===== config.mk =====
export PLATFORM = sky130hd
export DESIGN_NAME = fc_seq_ctrl
export DESIGN_NICKNAME = d
export VERILOG_FILES = /design/src/rtl/fc_seq_ctrl.sv
export SDC_FILE = /design/constraint.sdc
export NUM_CORES = 1
export LEC_CHECK = 0
export CORE_UTILIZATION = 45
export DETAILED_ROUTE_END_ITERATION = 10
export GPL_TIMING_DRIVEN = 0
export PLACE_DENSITY = 0.65
export SLEW_MARGIN = 20
export SYNTH_ARGS = -nofsm -noshare
export SYNTH_HDL_FRONTEND = slang
export SYNTH_SLANG_ARGS = --single-unit

===== constraint.sdc =====
create_clock -name clk -period 3.85 [get_ports clk]
set_input_delay 0.77 -clock clk [delete_from_list [all_inputs] [get_ports clk]]
set_output_delay 0.77 -clock clk [all_outputs]
set_load 0.02 [all_outputs]

===== src/rtl/fc_seq_ctrl.sv =====
// Serial fully-connected layer sequencer: one shared signed multiplier and one
// accumulator are time-multiplexed across all output neurons, followed by ReLU.
module fc_seq_ctrl #(
    parameter int WIDTH = 8,
    parameter int IN    = 400,
    parameter int OUT   = 120,
    parameter int ACC_W = WIDTH*2 + $clog2(IN)
) (
    input  logic                      clk,
    input  logic                      rst_n,
    input  logic                      start,
    output logic                      busy,
    output logic                      done,
    output logic                      act_rd,
    output logic [$clog2(IN)-1:0]     act_addr,
    input  logic [WIDTH-1:0]          act_rdata,
    output logic                      w_rd,
    output logic [$clog2(IN*OUT)-1:0] w_addr,
    input  logic [WIDTH-1:0]          w_rdata,
    output logic                      z_valid,
    input  logic                      z_ready,
    output logic [ACC_W-1:0]          z_data,
    output logic [$clog2(OUT)-1:0]    z_idx
);

    localparam int IW = $clog2(IN);
    localparam int NW = $clog2(OUT);
    localparam int AW = $clog2(IN*OUT);
    localparam int PW = 2*WIDTH;

    typedef enum logic [2:0] {
        IDLE,
        ISSUE,
        DRAIN,
        PRESENT,
        FIN
    } state_t;

    state_t                 state_q, state_d;
    logic [IW-1:0]          i_q, i_d;
    logic [NW-1:0]          n_q, n_d;
    logic [AW-1:0]          w_addr_q, w_addr_d;
    logic                   drain_q, drain_d;

    logic                   rd_vld_q, rd_vld_d;
    logic                   rd_first_q, rd_first_d;
    logic                   prod_vld_q, prod_vld_d;
    logic                   prod_first_q, prod_first_d;
    logic signed [PW-1:0]   prod_q, prod_d;
    logic signed [ACC_W-1:0] acc_q, acc_d;
    logic signed [ACC_W-1:0] prod_ext;
    logic [ACC_W-1:0]       z_data_q, z_data_d;
    logic [NW-1:0]          z_idx_q, z_idx_d;

    logic                   issue;
    logic                   clear;
    logic                   z_load;

    // NOTE: every always_comb output gets a default first so no path leaves it unassigned (no latch).
    always_comb begin
        state_d  = state_q;
        i_d      = i_q;
        n_d      = n_q;
        w_addr_d = w_addr_q;
        drain_d  = 1'b0;
        issue    = 1'b0;
        clear    = 1'b0;
        z_load   = 1'b0;

        case (state_q)
            IDLE: begin
                if (start) begin
                    state_d  = ISSUE;
                    i_d      = '0;
                    n_d      = '0;
                    w_addr_d = '0;
                    clear    = 1'b1;
                end
            end
            ISSUE: begin
                issue    = 1'b1;
                // Running weight address: n*IN+i without a multiplier.
                w_addr_d = w_addr_q + AW'(1);
                if (i_q == IW'(IN-1)) begin
                    i_d     = '0;
                    state_d = DRAIN;
                end else begin
                    i_d = i_q + IW'(1);
                end
            end
            DRAIN: begin
                drain_d = ~drain_q;
                if (drain_q) begin
                    state_d = PRESENT;
                    z_load  = 1'b1;
                end
            end
            PRESENT: begin
                if (z_ready) begin
                    if (n_q == NW'(OUT-1)) begin
                        state_d = FIN;
                    end else begin
                        n_d     = n_q + NW'(1);
                        state_d = ISSUE;
                    end
                end
            end
            FIN: begin
                state_d = IDLE;
            end
            default: begin
                state_d = IDLE;
            end
        endcase
    end

    // Two-stage datapath: capture product the cycle after the read, accumulate the next.
    always_comb begin
        rd_vld_d     = issue;
        rd_first_d   = issue && (i_q == '0);
        prod_vld_d   = rd_vld_q;
        prod_first_d = rd_first_q;
        prod_d       = prod_q;
        if (rd_vld_q) begin
            prod_d = signed'(act_rdata) * signed'(w_rdata);
        end

        prod_ext = {{(ACC_W-PW){prod_q[PW-1]}}, prod_q};
        acc_d    = acc_q;
        if (clear) begin
            acc_d = '0;
        end else if (prod_vld_q) begin
            // First product of a neuron loads the accumulator, so neurons run back to back.
            acc_d = prod_first_q ? prod_ext : acc_q + prod_ext;
        end

        z_data_d = z_data_q;
        z_idx_d  = z_idx_q;
        if (z_load) begin
            z_data_d = acc_d[ACC_W-1] ? '0 : acc_d;
            z_idx_d  = n_q;
        end
    end

    // NOTE: sequential state uses non-blocking assignments so all flops update together at the edge.
    always_ff @(posedge clk or negedge rst_n) begin
        if (!rst_n) begin
            state_q      <= IDLE;
            i_q          <= '0;
            n_q          <= '0;
            w_addr_q     <= '0;
            drain_q      <= 1'b0;
            rd_vld_q     <= 1'b0;
            rd_first_q   <= 1'b0;
            prod_vld_q   <= 1'b0;
            prod_first_q <= 1'b0;
            prod_q       <= '0;
            acc_q        <= '0;
            z_data_q     <= '0;
            z_idx_q      <= '0;
        end else begin
            state_q      <= state_d;
            i_q          <= i_d;
            n_q          <= n_d;
            w_addr_q     <= w_addr_d;
            drain_q      <= drain_d;
            rd_vld_q     <= rd_vld_d;
            rd_first_q   <= rd_first_d;
            prod_vld_q   <= prod_vld_d;
            prod_first_q <= prod_first_d;
            prod_q       <= prod_d;
            acc_q        <= acc_d;
            z_data_q     <= z_data_d;
            z_idx_q      <= z_idx_d;
        end
    end

    assign busy     = (state_q != IDLE);
    assign done     = (state_q == FIN);
    assign act_rd   = (state_q == ISSUE);
    assign w_rd     = (state_q == ISSUE);
    assign act_addr = i_q;
    assign w_addr   = w_addr_q;
    assign z_valid  = (state_q == PRESENT);
    assign z_data   = z_data_q;
    assign z_idx    = z_idx_q;

endmodule


# After elaboration in Yosys (flattened, before gate mapping)
# Index checks and enable logic that the tools add are counted.
# word_totals
inputBits,20
wordCells,64
reg_bits,113
# classes
n_mul,1
n_addsub,4
eq_ne,11
bitwise,1
mux,25
reduce_logical,9
# ops
op,count
$mux 25,3
$pmux 16 s2,1
$add 25x16->25,1
$mux 24,1
$mux 7,3
$mux 9,2
$pmux 9 s2,1
$add 16x1->16 const B,1
$mul 8x8->16,1
$mux 16,1
$mux 3,5
$pmux 7 s2,1
$pmux 3 s4,1
$add 9x1->9 const B,1
$eq 9x9->1 const B,1
$logic_not 9->1,1
$reduce_and 4->1,2
$add 7x1->7 const B,1
$eq 7x7->1 const B,1
$eq 3x2->1 const B,2
$mux 1,6
$ne 2x2->1 const B,3
$ne 2x1->1 const B,2
$reduce_bool 2->1,2
other kinds (7),7

# Depth between registers and ports, before layout
# Gate-level depths: netlist of the first run.
# logic_depth
word_depth,5
mapped_depth,18
ltp_nobuf,18

# Worst setup path after synthesis of the first run
# Ideal clock, no wire load.
# synth_path
path_kind,input to register
from,input act_rdata[3]
to,register prod_q[14]
path_stages,17
path_slack_ns,-0.895
required_ns,3.754
t_arrival_ns,4.650
path_cell_list,and2_1 fa_1 inv_1 fa_1 inv_1 fa_1 inv_1 fa_1 inv_1 ha_1 o21ai_0 a21boi_0 o21ai_0 a21boi_0 o211ai_1 and3_1 o31ai_1
# synth_between
elab_chain_cells,1
# synth_lines
item,line,rtl
from (decl),16,"input logic [WIDTH-1:0] act_rdata,"
$mul 8x8->16,125,prod_d = signed'(act_rdata) * signed'(w_rdata);
to (signal assigned),171,prod_q <= prod_d;
to (decl),49,"logic signed [PW-1:0] prod_q, prod_d;"
# Every way passes these cells.
# A chain may end at the register's enable or synchronous reset.

# Worst setup path after layout of the first run
# layout_path
from,input w_rdata[2]
to,register prod_q[15]
# layout_between
elab_chain_cells,1
# layout_lines
item,line,rtl
from (decl),19,"input logic [WIDTH-1:0] w_rdata,"
$mul 8x8->16,125,
# Every way passes these cells.

==> parameters.txt, run 1 <==
Parameter                              Value

Route
  Routed length per instance    15.8 microns
  Remaining antenna violation count    0
  Number of design rule violations left after detail routing    0
  Via-to-Cell Ratio    5.35
  1st-pass router iterations    5
  Via count    7032
  Iteration-0 DRC Markers    402
  Drt total wl    between 20000 and 25000 microns

Floorplan
  Count of standard-cell rows    50
  Overall die width    141 microns
  Area of the die    19900 sq um
  Ports placed on the boundary    82
  Core Box Area    18800 sq um
  Vertical die dimension    around 140 microns
  Initial cell density of the core    between 40% and 50%

Min path
  Hold/Removal Path Class    in2async

Synth
  Post-synth design cell area    between 8000 and 9000 sq um
  Syn Nets    1075
  Ys Warns    0
  Flip-flop and latch count after synthesis    112
  Mean instance size in the synthesized netlist    9.24 sq um
  Synthesized netlist cell count    942
  Proportion of synthesized flip-flops having asynchronous set or reset    100%
  Post-synth EDFFs    0
  Portion of synthesized cell area occupied by the leading cell type    between 30% and 40%
  Post-synthesis sequential area ratio    between 30% and 40%
  Top post-synthesis cells by area    sky130_fd_sc_hd__dfrtp_1 32%, sky130_fd_sc_hd__fa_1 13%, sky130_fd_sc_hd__ha_1 8.2%
  Most used flip-flop cell after synthesis    sky130_fd_sc_hd__dfrtp_1
  Count of cell types in the netlist    68
  Biggest area consumer among synthesized cells    sky130_fd_sc_hd__dfrtp_1

Power and ir drop
  Internal power    4.89 mW
  Design Power    9.37 mW
  Cell Pwr Density    882 nW/um^2
  Portion of total power attributed to combinational logic    a little under 70%
  Switching power as a share of total power    47.8%
  Switching power of the nets    roughly 4.5 mW
  Worst supply voltage drop on vdd    0.496 mV
  Clock network fraction of total power    between 9 and 10%
  Sequential share of power    about a fifth
  Static leakage    4.86 nW

Global routing
  Antenna violations before repair    0
  Number of global-route vias before repair    7069
  Grt total ovfl    0
  Total routing usage reported by global routing    22.3%
  Maximum number of pins on one net before global-route repair    73
  First-pass GRT wire length    approximately 35000 microns

Final layout
  Top library cells by usage in the layout, fill and taps aside    112 x sky130_fd_sc_hd__dfrtp_1, 103 x sky130_fd_sc_hd__nand2_1, 93 x sky130_fd_sc_hd__inv_1, 64 x sky130_fd_sc_hd__o21ai_0
  Final core occ    56.4%
  NumNets Final    1184
  Share of layout cells above drive strength 1    between 10% and 20%
  Cell area after layout    roughly 11000 sq um
  Number of antenna cells inserted    0
  Filler cells    1696
  Most common cell after layout, fill and taps aside    sky130_fd_sc_hd__dfrtp_1
  Synth-to-layout area growth    22.0%
  Number of standard cells in the layout, taps in and fillers out    between 1k and 1.5k

Placed design
  Number of port buffers    80
  Placed cell count    between 1k and 1.5k
  GP Congestion    0.912
  Pre-CTS setup slack    -1660 ps
  Hpwl dp    between 15000 and 20000 microns
  Placed Area    9990 sq um

Setup path
  Crit path largest cell delay    530 ps
  Kind of cell adding the most delay to the critical path    adder cells
  Series of cell instances along the critical path    buf_12 > and2_4 > fa_1 > inv_1 > fa_1 > inv_2 > fa_1 > inv_1 > fa_1 > inv_2 > ha_4 > a2111oi_4 > buf_4 > nor3_4 > nor2_2 > a21oi_2 > xnor2_2 > mux2_4
  Worst setup path category    in2reg
  Number of cells traversed by the worst register-to-register path    10
  CP dominant cell by count    sky130_fd_sc_hd__fa_1
  Slowest cell on the critical path    sky130_fd_sc_hd__fa_1
  Endpoint arrival time on the critical path    4670 ps
  Launch point of the worst reg-to-reg path    prod_q[0]
  Kind of end point of the critical path    register
  Critical path startpoint category    input port
  CP required    4080 ps
  Critical path fanouts, max    5
  Worst R2R End    z_data[20]
  Worst setup slack for register-to-register paths    between 500 and 600 ps
  Worst path buffer plus inverter count    6

STA
  Fin crit share    115%
  Hold slack    331 ps
  Setup skew after layout    6.54 ps
  Transition time at the pin with the least slew margin    960 ps
  Final Hold Vio Count    0
  Fin. max-slew vios    0
  Max transition margin    36.0%
  Final-report setup violation count    8
  Setup_tns    -3830 ps
  Shortest clock period the worst path allows after layout    4440 ps
  Unrepaired setup endpoints after global routing    true
  Highest achievable clock rate    0.225 GHz
  Min setup slack post-route    -585 ps

Clock tree
  Total CTS buffers    9
  Number of buffers inserted for hold repair after clock tree synthesis    0
  Clock tree from TritonCTS    yes
  Clock slew seen by the registers of the worst setup and hold paths    70 ps
  Sink count of the clock tree    112
  CTS H-tree depth    3
  Clock Tree Buf Depth    2
  Clock network latency to the later pin of the worst-skew pair    350 ps
  Root buffer selected by CTS    sky130_fd_sc_hd__clkbuf_16

Run status
  Outcome    finished with violations
  Violations in the final reports    negative setup slack

Flow run
  Number of max-cap violations    0
-- layout make-up --
type	instances	area (sq um)	share of cell area (%)
multi-input combinational	692	5680	53.5
sequential	112	2800	26.4
timing repair buffer	98	981	9.24
inverter	105	397	3.74
tap	260	325	3.06
clock buffer	10	229	2.16
buffer	33	145	1.37
clock inverter	4	56.3	0.530
-- per-layer routing --
metal  part of all wire (%)  global-route usage (%)  up-vias
li1                       -                       -     3430
met1                     48                    32.0     3458
met2                     47                    35.9      128
met3                    3.9                    3.77       16
met4                   0.90                    3.66        0
met5                      0                       0        -
-- synth_stat cells (all sizes together), types with 3 or more instances --
master / number
fa: 56
nor3: 14
inv: 103
nand2: 106
xor2: 15
nand3: 23
or3: 4
o21ai: 71
nand4: 11
nand2b: 5
nor2b: 8
a31oi: 6
a21boi: 3
o31a: 3
ha: 57
o41ai: 7
o31ai: 19
dfrtp: 112
a21oi: 27
o211a: 3
nor2: 64
o211ai: 14
and4: 3
a211oi: 12
and2: 52
o221ai: 6
buf: 12
a21o: 17
and3: 11
o21a: 4
mux2i: 8
mux2: 20
clkbuf: 21
xnor2: 18
-- registers in the layout, indices dropped and copies added, names as in the netlist --
signal	count
n_q	7
act_addr	9
prod_first_q	1
acc_q	25
state_q	3
prod_vld_d	1
prod_q	16
w_addr	16
z_data	24
drain_q	1
z_idx	7
prod_vld_q	1
prod_first_d	1
-- kinds of logic (layout without fill, tap and decap cells) --
group / after synthesis / count (layout) / share of synthesized area, %
simple gates: 311 / 311 / 17.2
fa+ha+maj: 113 / 113 / 21.1
xor+xnor: 33 / 33 / 3.32
compound gates: 206 / 206 / 16.4
other cells: 1 / 1 / 0.0431
flops: 112 / 112 / 32.2
buf+inv: 138 / 250 / 6.20
mux: 28 / 28 / 3.55
-- worst reg2reg max path: cells and delay by family, from the launching register on --
family,cells,cell delay [ps]
AO/OA/AOI/OAI,5,1310
AND/OR/NAND/NOR,3,730
adder cells (fa/ha/maj),2,680
flip-flops,1,420
-- worst max path at each step --
stage	start	end	depth (start not counted)
floorplan	act_rdata[5]	prod_q[14]	17
global placement	rst_n	act_addr[0]	1
detailed placement	w_rdata[7]	prod_q[15]	15
CTS	w_rdata[2]	prod_q[13]	17
global route	act_rdata[6]	prod_q[15]	17
finish	w_rdata[2]	prod_q[15]	18
-- power by group through the flow --
stage	Sequential [mW]	Clock (mW)	Combinational [mW]
floorplan	2.09	0	4.24
global placement	2.00	0	5.94
detailed placement	2.00	0	5.98
CTS	1.98	0.947	6.30
global route	2.05	0.992	7.18
finish	1.98	0.927	6.45
-- what timing repair did --
action,in CTS,in global routing
pin swaps,28,24
gates resized for setup,134,23
setup buffers,14,3
endpoints found under the setup margin,10,8
Note: power is estimated with default switching activity, not from simulation.
==> run 2: changes to the inputs <==
--- a/config.mk
+++ b/config.mk
@@ -8,7 +8,7 @@
 export CORE_UTILIZATION = 45
 export DETAILED_ROUTE_END_ITERATION = 10
 export GPL_TIMING_DRIVEN = 0
-export PLACE_DENSITY = 0.65
+export PLACE_DENSITY = 0.64
 export SLEW_MARGIN = 20
 export SYNTH_ARGS = -nofsm -noshare
 export SYNTH_HDL_FRONTEND = slang
==> run 2 against run 1 <==
  * Flip-flop and latch count is the same
  * Register-to-register slack lost 110 ps
  * The run still ends with negative setup slack left
  * Global-route usage grew 0.066 points
  * Count of clock-buffer cells in the layout is the same
  * Critical endpoint unchanged
  * Maximum frequency shrank 1.0%
  * Final area shrank 0.74%
  * First-iteration DRC count shrank 24%
  * Setup slack lost 45 ps
  * Worst hold slack gained 12 ps
  * Routed wire length grew 0.43%
  * Total power grew 0.53%
  * Sequential share of layout area grew 0.20 points
==> parameters.txt, run 2 (same netlist as run 1, synthesis figures left out) <==
Parameter                              Value

Floorplan
  Vertical die dimension    141 microns (unchanged)
  Initial cell density of the core    46.2% (unchanged)
  Count of standard-cell rows    50 (unchanged)
  Ports placed on the boundary    82 (unchanged)
  Area of the die    19900 sq um (unchanged)
  Core Box Area    18800 sq um (unchanged)
  Overall die width    141 microns (unchanged)

Setup path
  Critical path fanouts, max    6 (was 5)
  Worst setup path category    in2reg (unchanged)
  Kind of cell adding the most delay to the critical path    adder cells (unchanged)
  Worst R2R End    z_data[2] (was z_data[20])
  CP required    4090 ps (was 4080 ps)
  Critical path startpoint category    input port (unchanged)
  Slowest cell on the critical path    sky130_fd_sc_hd__fa_1 (unchanged)
  Critical path depth    17 (was 18)
  Kind of end point of the critical path    register (unchanged)
  Worst path buffer plus inverter count    5 (was 6)
  Setup crit end    prod_q[15] (unchanged)
  Start point of the critical path    w_rdata[2] (unchanged)
  Number of cells traversed by the worst register-to-register path    10 (unchanged)
  CP dominant cell by count    sky130_fd_sc_hd__fa_1 (unchanged)
  Launch point of the worst reg-to-reg path    prod_q[0] (unchanged)
  Endpoint arrival time on the critical path    4720 ps (was 4670 ps)
  Series of cell instances along the critical path    buf_12 > and2_4 > fa_1 > inv_1 > fa_1 > inv_2 > fa_1 > inv_2 > fa_1 > inv_2 > ha_4 > a2111oi_4 > nor3_2 > nor2_1 > a21oi_2 > xnor2_2 > mux2_4 (was buf_12 > and2_4 > fa_1 > inv_1 > fa_1 > inv_2 > fa_1 > inv_1 > fa_1 > inv_2 > ha_4 > a2111oi_4 > buf_4 > nor3_4 > nor2_2 > a21oi_2 > xnor2_2 > mux2_4)
  Worst setup slack for register-to-register paths    470 ps (was 580 ps)
  Crit path largest cell delay    550 ps (was 530 ps)

Final layout
  Max reg flops    25 (unchanged)
  Sequential cell area    2800 sq um (unchanged)
  Total area of multi-input combinational cells    5660 sq um (was 5680 sq um)
  Filler cells    1717 (was 1696)
  Top library cells by usage in the layout, fill and taps aside    112 x sky130_fd_sc_hd__dfrtp_1, 103 x sky130_fd_sc_hd__nand2_1, 92 x sky130_fd_sc_hd__inv_1, 64 x sky130_fd_sc_hd__nor2_1, 64 x sky130_fd_sc_hd__o21ai_0 (was 112 x sky130_fd_sc_hd__dfrtp_1, 103 x sky130_fd_sc_hd__nand2_1, 93 x sky130_fd_sc_hd__inv_1, 64 x sky130_fd_sc_hd__o21ai_0)
  Most flops, register    acc_q (unchanged)
  Most common cell after layout, fill and taps aside    sky130_fd_sc_hd__dfrtp_1 (unchanged)
  NumNets Final    1175 (was 1184)
  Number of antenna cells inserted    0 (unchanged)
  Share of layout cells above drive strength 1    13.9% (was 14.7%)
  Final core occ    56.0% (was 56.4%)
  Synth-to-layout area growth    21.1% (was 22.0%)

Route
  Via count    7084 (was 7032)
  Via-to-Cell Ratio    5.42 (was 5.35)
  Iteration-0 DRC Markers    305 (was 402)
  Number of design rule violations left after detail routing    0 (unchanged)
  1st-pass router iterations    5 (unchanged)
  Remaining antenna violation count    0 (unchanged)
  Drt total wl    20900 microns (was 20800 microns)
  Routed length per instance    16.0 microns (was 15.8 microns)

STA
  Max transition margin    35.8% (was 36.0%)
  Fin. max-slew vios    0 (unchanged)
  Transition time at the pin with the least slew margin    962 ps (was 960 ps)
  Setup skew after layout    8.36 ps (was 6.54 ps)
  Shortest clock period the worst path allows after layout    4480 ps (was 4440 ps)
  Fin crit share    116% (was 115%)
  Final-report setup violation count    8 (unchanged)
  Highest achievable clock rate    0.223 GHz (was 0.225 GHz)
  Min setup slack post-route    -630 ps (was -585 ps)
  Unrepaired setup endpoints after global routing    true (unchanged)
  Final Hold Vio Count    0 (unchanged)
  Setup_tns    -3490 ps (was -3830 ps)

Global routing
  GR Layer Usage met3    3.33% (was 3.77%)
  Fraction of met2 tracks used by global routing    36.1% (was 35.9%)
  Number of global-route vias before repair    6887 (was 7069)
  Total routing usage reported by global routing    22.4% (was 22.3%)
  Maximum number of pins on one net before global-route repair    70 (was 73)
  Peak-usage layer in the global routing report    met2 (unchanged)
  Antenna violations before repair    0 (unchanged)
  Grt total ovfl    0 (unchanged)
  First-pass GRT wire length    35400 microns (about the same)
  Met1 track utilization from global routing    32.4% (was 32.0%)

Clock tree
  Clock tree from TritonCTS    yes (unchanged)
  Number of buffers inserted for hold repair after clock tree synthesis    0 (unchanged)
  Root buffer selected by CTS    sky130_fd_sc_hd__clkbuf_16 (unchanged)
  Clock Tree Buf Depth    2 (unchanged)
  Sink count of the clock tree    112 (unchanged)
  Total CTS buffers    9 (unchanged)
  Clock slew seen by the registers of the worst setup and hold paths    70 ps (about the same)
  CTS H-tree depth    3 (unchanged)
  Clock network latency to the later pin of the worst-skew pair    350 ps (about the same)

Power and ir drop
  Worst supply voltage drop on vdd    0.388 mV (was 0.496 mV)
  Cell Pwr Density    893 nW/um^2 (was 882 nW/um^2)
  Static leakage    4.82 nW (was 4.86 nW)

Run status
  Outcome    finished with violations (unchanged)
  Violations in the final reports    negative setup slack (unchanged)

Placed design
  Hpwl dp    15600 microns (was 15500 microns)
  Number of port buffers    80 (unchanged)
  GP Congestion    0.891 (was 0.912)

Min path
  Hold/Removal Path Class    in2async (unchanged)

Flow run
  Number of max-cap violations    0 (unchanged)
## run 2: cell types whose count changed in the layout (fill, tap and decap cells not counted), moves of 2 or more
cell	before	now
sky130_fd_sc_hd__buf_6	17	7
sky130_fd_sc_hd__o31ai_1	18	15
sky130_fd_sc_hd__o31ai_2	1	4
sky130_fd_sc_hd__buf_12	1	3
sky130_fd_sc_hd__buf_2	4	2
sky130_fd_sc_hd__clkinv_4	2	0
sky130_fd_sc_hd__clkinvlp_4	0	2
sky130_fd_sc_hd__ha_1	46	48
## run 2: report_power, final
part	internal (mW)	switching [mW]	leakage (nW)	total, mW
registers	1.62	0.359	1.44	1.98
logic	2.80	3.69	3.24	6.49
clock network	0.509	0.440	0.137	0.949
total	4.93	4.48	4.82	9.41
## run 2: final cells by class
class | count | share of cell area, %
multi-input combinational | 692 | 53.7
sequential | 112 | 26.6
timing repair buffer | 89 | 8.67
inverter | 105 | 3.76
tap | 260 | 3.09
clock buffer | 10 | 2.17
buffer | 33 | 1.38
clock inverter | 5 | 0.617
## run 2: per-stage QoR
step	setup WS [ps]	power [mW]	cell area [sq um]	hold WS [ps]	std cells
detailed placement	-1630	8.01	9990	336	1283
floorplan	-557	6.33	8830	331	942
global placement	-2410	7.95	9960	333	1282
global route	-802	10.3	10500	370	1306
finish	-630	9.41	10500	343	1306
CTS	-629	9.29	10400	356	1303
## run 2: what timing repair did
action / in CTS / in global routing
pin swaps: 28 / 27
buffers inserted: 5 / 7
resized for setup: 125 / 27
setup endpoints to repair: 10 / 9
## run 2: worst min-delay path by stage
stage / from / end / slack, ps / cells past startpoint
CTS: rst_n / acc_q[17] / 360 / 1
floorplan: prod_first_d / prod_first_q / 330 / 0
finish: rst_n / z_data[17] / 340 / 1
global route: prod_first_d / prod_first_q / 370 / 0
global placement: prod_first_d / prod_first_q / 330 / 0
detailed placement: prod_first_d / prod_first_q / 340 / 0
## run 2: metal layers
layer	up-vias	routed length, microns
met1	3507	10200
met3	10	849
met2	145	9620
met5	-	0
met4	0	144
li1	3422	-
==> run 3: changes to the inputs <==
--- a/config.mk
+++ b/config.mk
@@ -5,10 +5,13 @@
 export SDC_FILE = /design/constraint.sdc
 export NUM_CORES = 1
 export LEC_CHECK = 0
+export CAP_MARGIN = 20
+export CORE_ASPECT_RATIO = 0.9
 export CORE_UTILIZATION = 45
 export DETAILED_ROUTE_END_ITERATION = 10
 export GPL_TIMING_DRIVEN = 0
 export PLACE_DENSITY = 0.64
+export SKIP_LAST_GASP = 1
 export SLEW_MARGIN = 20
 export SYNTH_ARGS = -nofsm -noshare
 export SYNTH_HDL_FRONTEND = slang
==> run 3 against run 2 <==
  * Clock power is 12% higher
  * Clock skew is 1.7 ps higher
  * Largest power group unchanged
  * The run still ends with negative setup slack left
  * First-iteration DRC count is 25% higher
  * Via count is 0.37% lower
  * Largest cell class unchanged
  * Die area hardly changed
  * Sequential share of layout area is 0.20 points lower
  * Non-clock buffer count is 7 higher
  * Routed wire length is 0.68% higher
  * Maximum frequency hardly changed
  * Combinational power hardly changed
  * Utilization is 1.0 points higher
  * Setup slack better by 2.5 ps
==> parameters.txt, run 3 (same netlist as run 1, synthesis figures left out) <==
Parameter                              Value

Route
  Remaining antenna violation count    0 (unchanged)
  Number of design rule violations left after detail routing    0 (unchanged)
  Via count    7058 (was 7084)
  Routed length per instance    16.2 microns (was 16.0 microns)
  Drt total wl    21000 microns (was 20900 microns)
  1st-pass router iterations    5 (unchanged)
  Iteration-0 DRC Markers    382 (was 305)
  Via-to-Cell Ratio    5.43 (was 5.42)

STA
  Setup_tns    -3540 ps (was -3490 ps)
  Hold slack    323 ps (was 343 ps)
  Min setup slack post-route    -628 ps (was -630 ps)
  Highest achievable clock rate    0.223 GHz (about the same)
  Max transition margin    46.5% (was 35.8%)
  Fin. max-slew vios    0 (unchanged)
  Setup skew after layout    10.0 ps (was 8.36 ps)
  Fin crit share    116% (about the same)
  Transition time at the pin with the least slew margin    803 ps (was 962 ps)
  Final Hold Vio Count    0 (unchanged)
  Final-report setup violation count    9 (was 8)
  Unrepaired setup endpoints after global routing    true (unchanged)
  Shortest clock period the worst path allows after layout    4480 ps (about the same)

Power and ir drop
  Cell Pwr Density    898 nW/um^2 (was 893 nW/um^2)
  Static leakage    4.88 nW (was 4.82 nW)
  Worst supply voltage drop on vdd    0.453 mV (was 0.388 mV)
  Design Power    9.54 mW (was 9.41 mW)

Final layout
  Share of layout cells above drive strength 1    15.3% (was 13.9%)
  Max reg flops    25 (unchanged)
  Number of antenna cells inserted    0 (unchanged)
  Synth-to-layout area growth    22.0% (was 21.1%)
  NumNets Final    1182 (was 1175)
  Most flops, register    acc_q (unchanged)
  Top library cells by usage in the layout, fill and taps aside    112 x sky130_fd_sc_hd__dfrtp_1, 104 x sky130_fd_sc_hd__nand2_1, 93 x sky130_fd_sc_hd__inv_1, 64 x sky130_fd_sc_hd__o21ai_0 (was 112 x sky130_fd_sc_hd__dfrtp_1, 103 x sky130_fd_sc_hd__nand2_1, 92 x sky130_fd_sc_hd__inv_1, 64 x sky130_fd_sc_hd__nor2_1, 64 x sky130_fd_sc_hd__o21ai_0)
  Number of standard cells in the layout, taps in and fillers out    1299 (was 1306)
  Most common cell after layout, fill and taps aside    sky130_fd_sc_hd__dfrtp_1 (unchanged)
  Cell area after layout    10600 sq um (was 10500 sq um)
  Final core occ    57.0% (was 56.0%)

Setup path
  Kind of end point of the critical path    register (unchanged)
  Worst setup slack for register-to-register paths    500 ps (was 470 ps)
  Launch point of the worst reg-to-reg path    prod_q[0] (unchanged)
  Endpoint arrival time on the critical path    4730 ps (was 4720 ps)
  CP required    4110 ps (was 4090 ps)
  Number of cells traversed by the worst register-to-register path    10 (unchanged)
  Worst R2R End    z_data[20] (was z_data[2])
  Critical path fanouts, max    4 (was 6)
  Worst setup path category    in2reg (unchanged)
  Critical path startpoint category    input port (unchanged)

Floorplan
  Area of the die    19900 sq um (about the same)
  Overall die width    149 microns (was 141 microns)
  Ports placed on the boundary    82 (unchanged)
  Core Box Area    18600 sq um (was 18800 sq um)
  Count of standard-cell rows    47 (was 50)
  Initial cell density of the core    46.7% (was 46.2%)
  Vertical die dimension    134 microns (was 141 microns)

Clock tree
  Clock slew seen by the registers of the worst setup and hold paths    80 ps (was 70 ps)
  Clock network latency to the later pin of the worst-skew pair    350 ps (about the same)
  Clock Tree Buf Depth    2 (unchanged)
  Total CTS buffers    9 (unchanged)
  Sink count of the clock tree    112 (unchanged)
  Clock tree from TritonCTS    yes (unchanged)
  Root buffer selected by CTS    sky130_fd_sc_hd__clkbuf_16 (unchanged)
  Number of buffers inserted for hold repair after clock tree synthesis    0 (unchanged)
  CTS H-tree depth    3 (unchanged)

Global routing
  Antenna violations before repair    0 (unchanged)
  Total routing usage reported by global routing    22.1% (was 22.4%)
  Grt total ovfl    0 (unchanged)
  First-pass GRT wire length    35000 microns (was 35400 microns)
  Maximum number of pins on one net before global-route repair    74 (was 70)
  Number of global-route vias before repair    6851 (was 6887)

Run status
  Outcome    finished with violations (unchanged)
  Violations in the final reports    negative setup slack (unchanged)

Placed design
  Placed Area    9970 sq um (was 9990 sq um)
  Pre-CTS setup slack    -1640 ps (was -1630 ps)
  Number of port buffers    80 (unchanged)
  GP Congestion    0.888 (was 0.891)
  Hpwl dp    15700 microns (was 15600 microns)
  Placed cell count    1268 (was 1283)

Flow run
  Number of max-cap violations    0 (unchanged)

Min path
  Hold/Removal Path Class    in2async (unchanged)
## run 3: how the worst max path moves through the flow
| stage | start | to | slack [ps] |
|---|---|---|---|
| detailed placement | w_rdata[7] | prod_q[15] | -1640 |
| CTS | w_rdata[4] | prod_q[15] | -660 |
| floorplan | act_rdata[5] | prod_q[14] | -560 |
| global placement | rst_n | act_addr[8] | -2430 |
| finish | w_rdata[2] | prod_q[12] | -630 |
| global route | w_rdata[2] | prod_q[12] | -770 |
## run 3: repair_timing
item,CTS,global route
setup buffers,9,7
endpoints found under the setup margin,10,9
gates resized for setup,110,50
pin swaps,17,32
## run 3: layer usage
metal | part of all wire [%] | vias to the layer above | wire length [microns] | GRT usage, %
met5 | 0 | - | 0 | 0
met4 | 1.0 | 0 | 212 | 3.89
met3 | 3.1 | 16 | 657 | 3.61
met2 | 45 | 117 | 9410 | 33.9
met1 | 51 | 3490 | 10700 | 33.1
li1 | - | 3435 | - | -
## run 3: critical path, stage by stage
cell                       delay [ps]
sky130_fd_sc_hd__buf_8            100
sky130_fd_sc_hd__and2_4           150
sky130_fd_sc_hd__fa_1             530
sky130_fd_sc_hd__inv_1             50
sky130_fd_sc_hd__fa_1             520
sky130_fd_sc_hd__inv_2             50
sky130_fd_sc_hd__fa_1             520
sky130_fd_sc_hd__inv_1             40
sky130_fd_sc_hd__fa_1             490
sky130_fd_sc_hd__inv_2             50
sky130_fd_sc_hd__ha_4             220
sky130_fd_sc_hd__buf_6            120
sky130_fd_sc_hd__o21ai_4           60
sky130_fd_sc_hd__a21boi_2          80
sky130_fd_sc_hd__o21ai_2          160
sky130_fd_sc_hd__a21boi_2         120
sky130_fd_sc_hd__buf_4            150
sky130_fd_sc_hd__o21a_1           170
sky130_fd_sc_hd__o21a_1           170
sky130_fd_sc_hd__o31ai_1          210
## run 3: power by group
group          internal [mW]  leakage [nW]  switching [mW]
logic                   2.80          3.27            3.69
clock network          0.584         0.165           0.474
registers               1.62          1.44           0.371
total                   5.01          4.88            4.53
## run 3: area by class of cell
type | instances | area [sq um]
repair buffers | 96 | 941
clock buffers | 9 | 225
clock inverters | 7 | 110
well taps | 245 | 307
inverters | 105 | 397
plain buffers | 33 | 145
multi-input cells | 692 | 5690
fillers | 1631 | 8020
flip-flops and latches | 112 | 2800
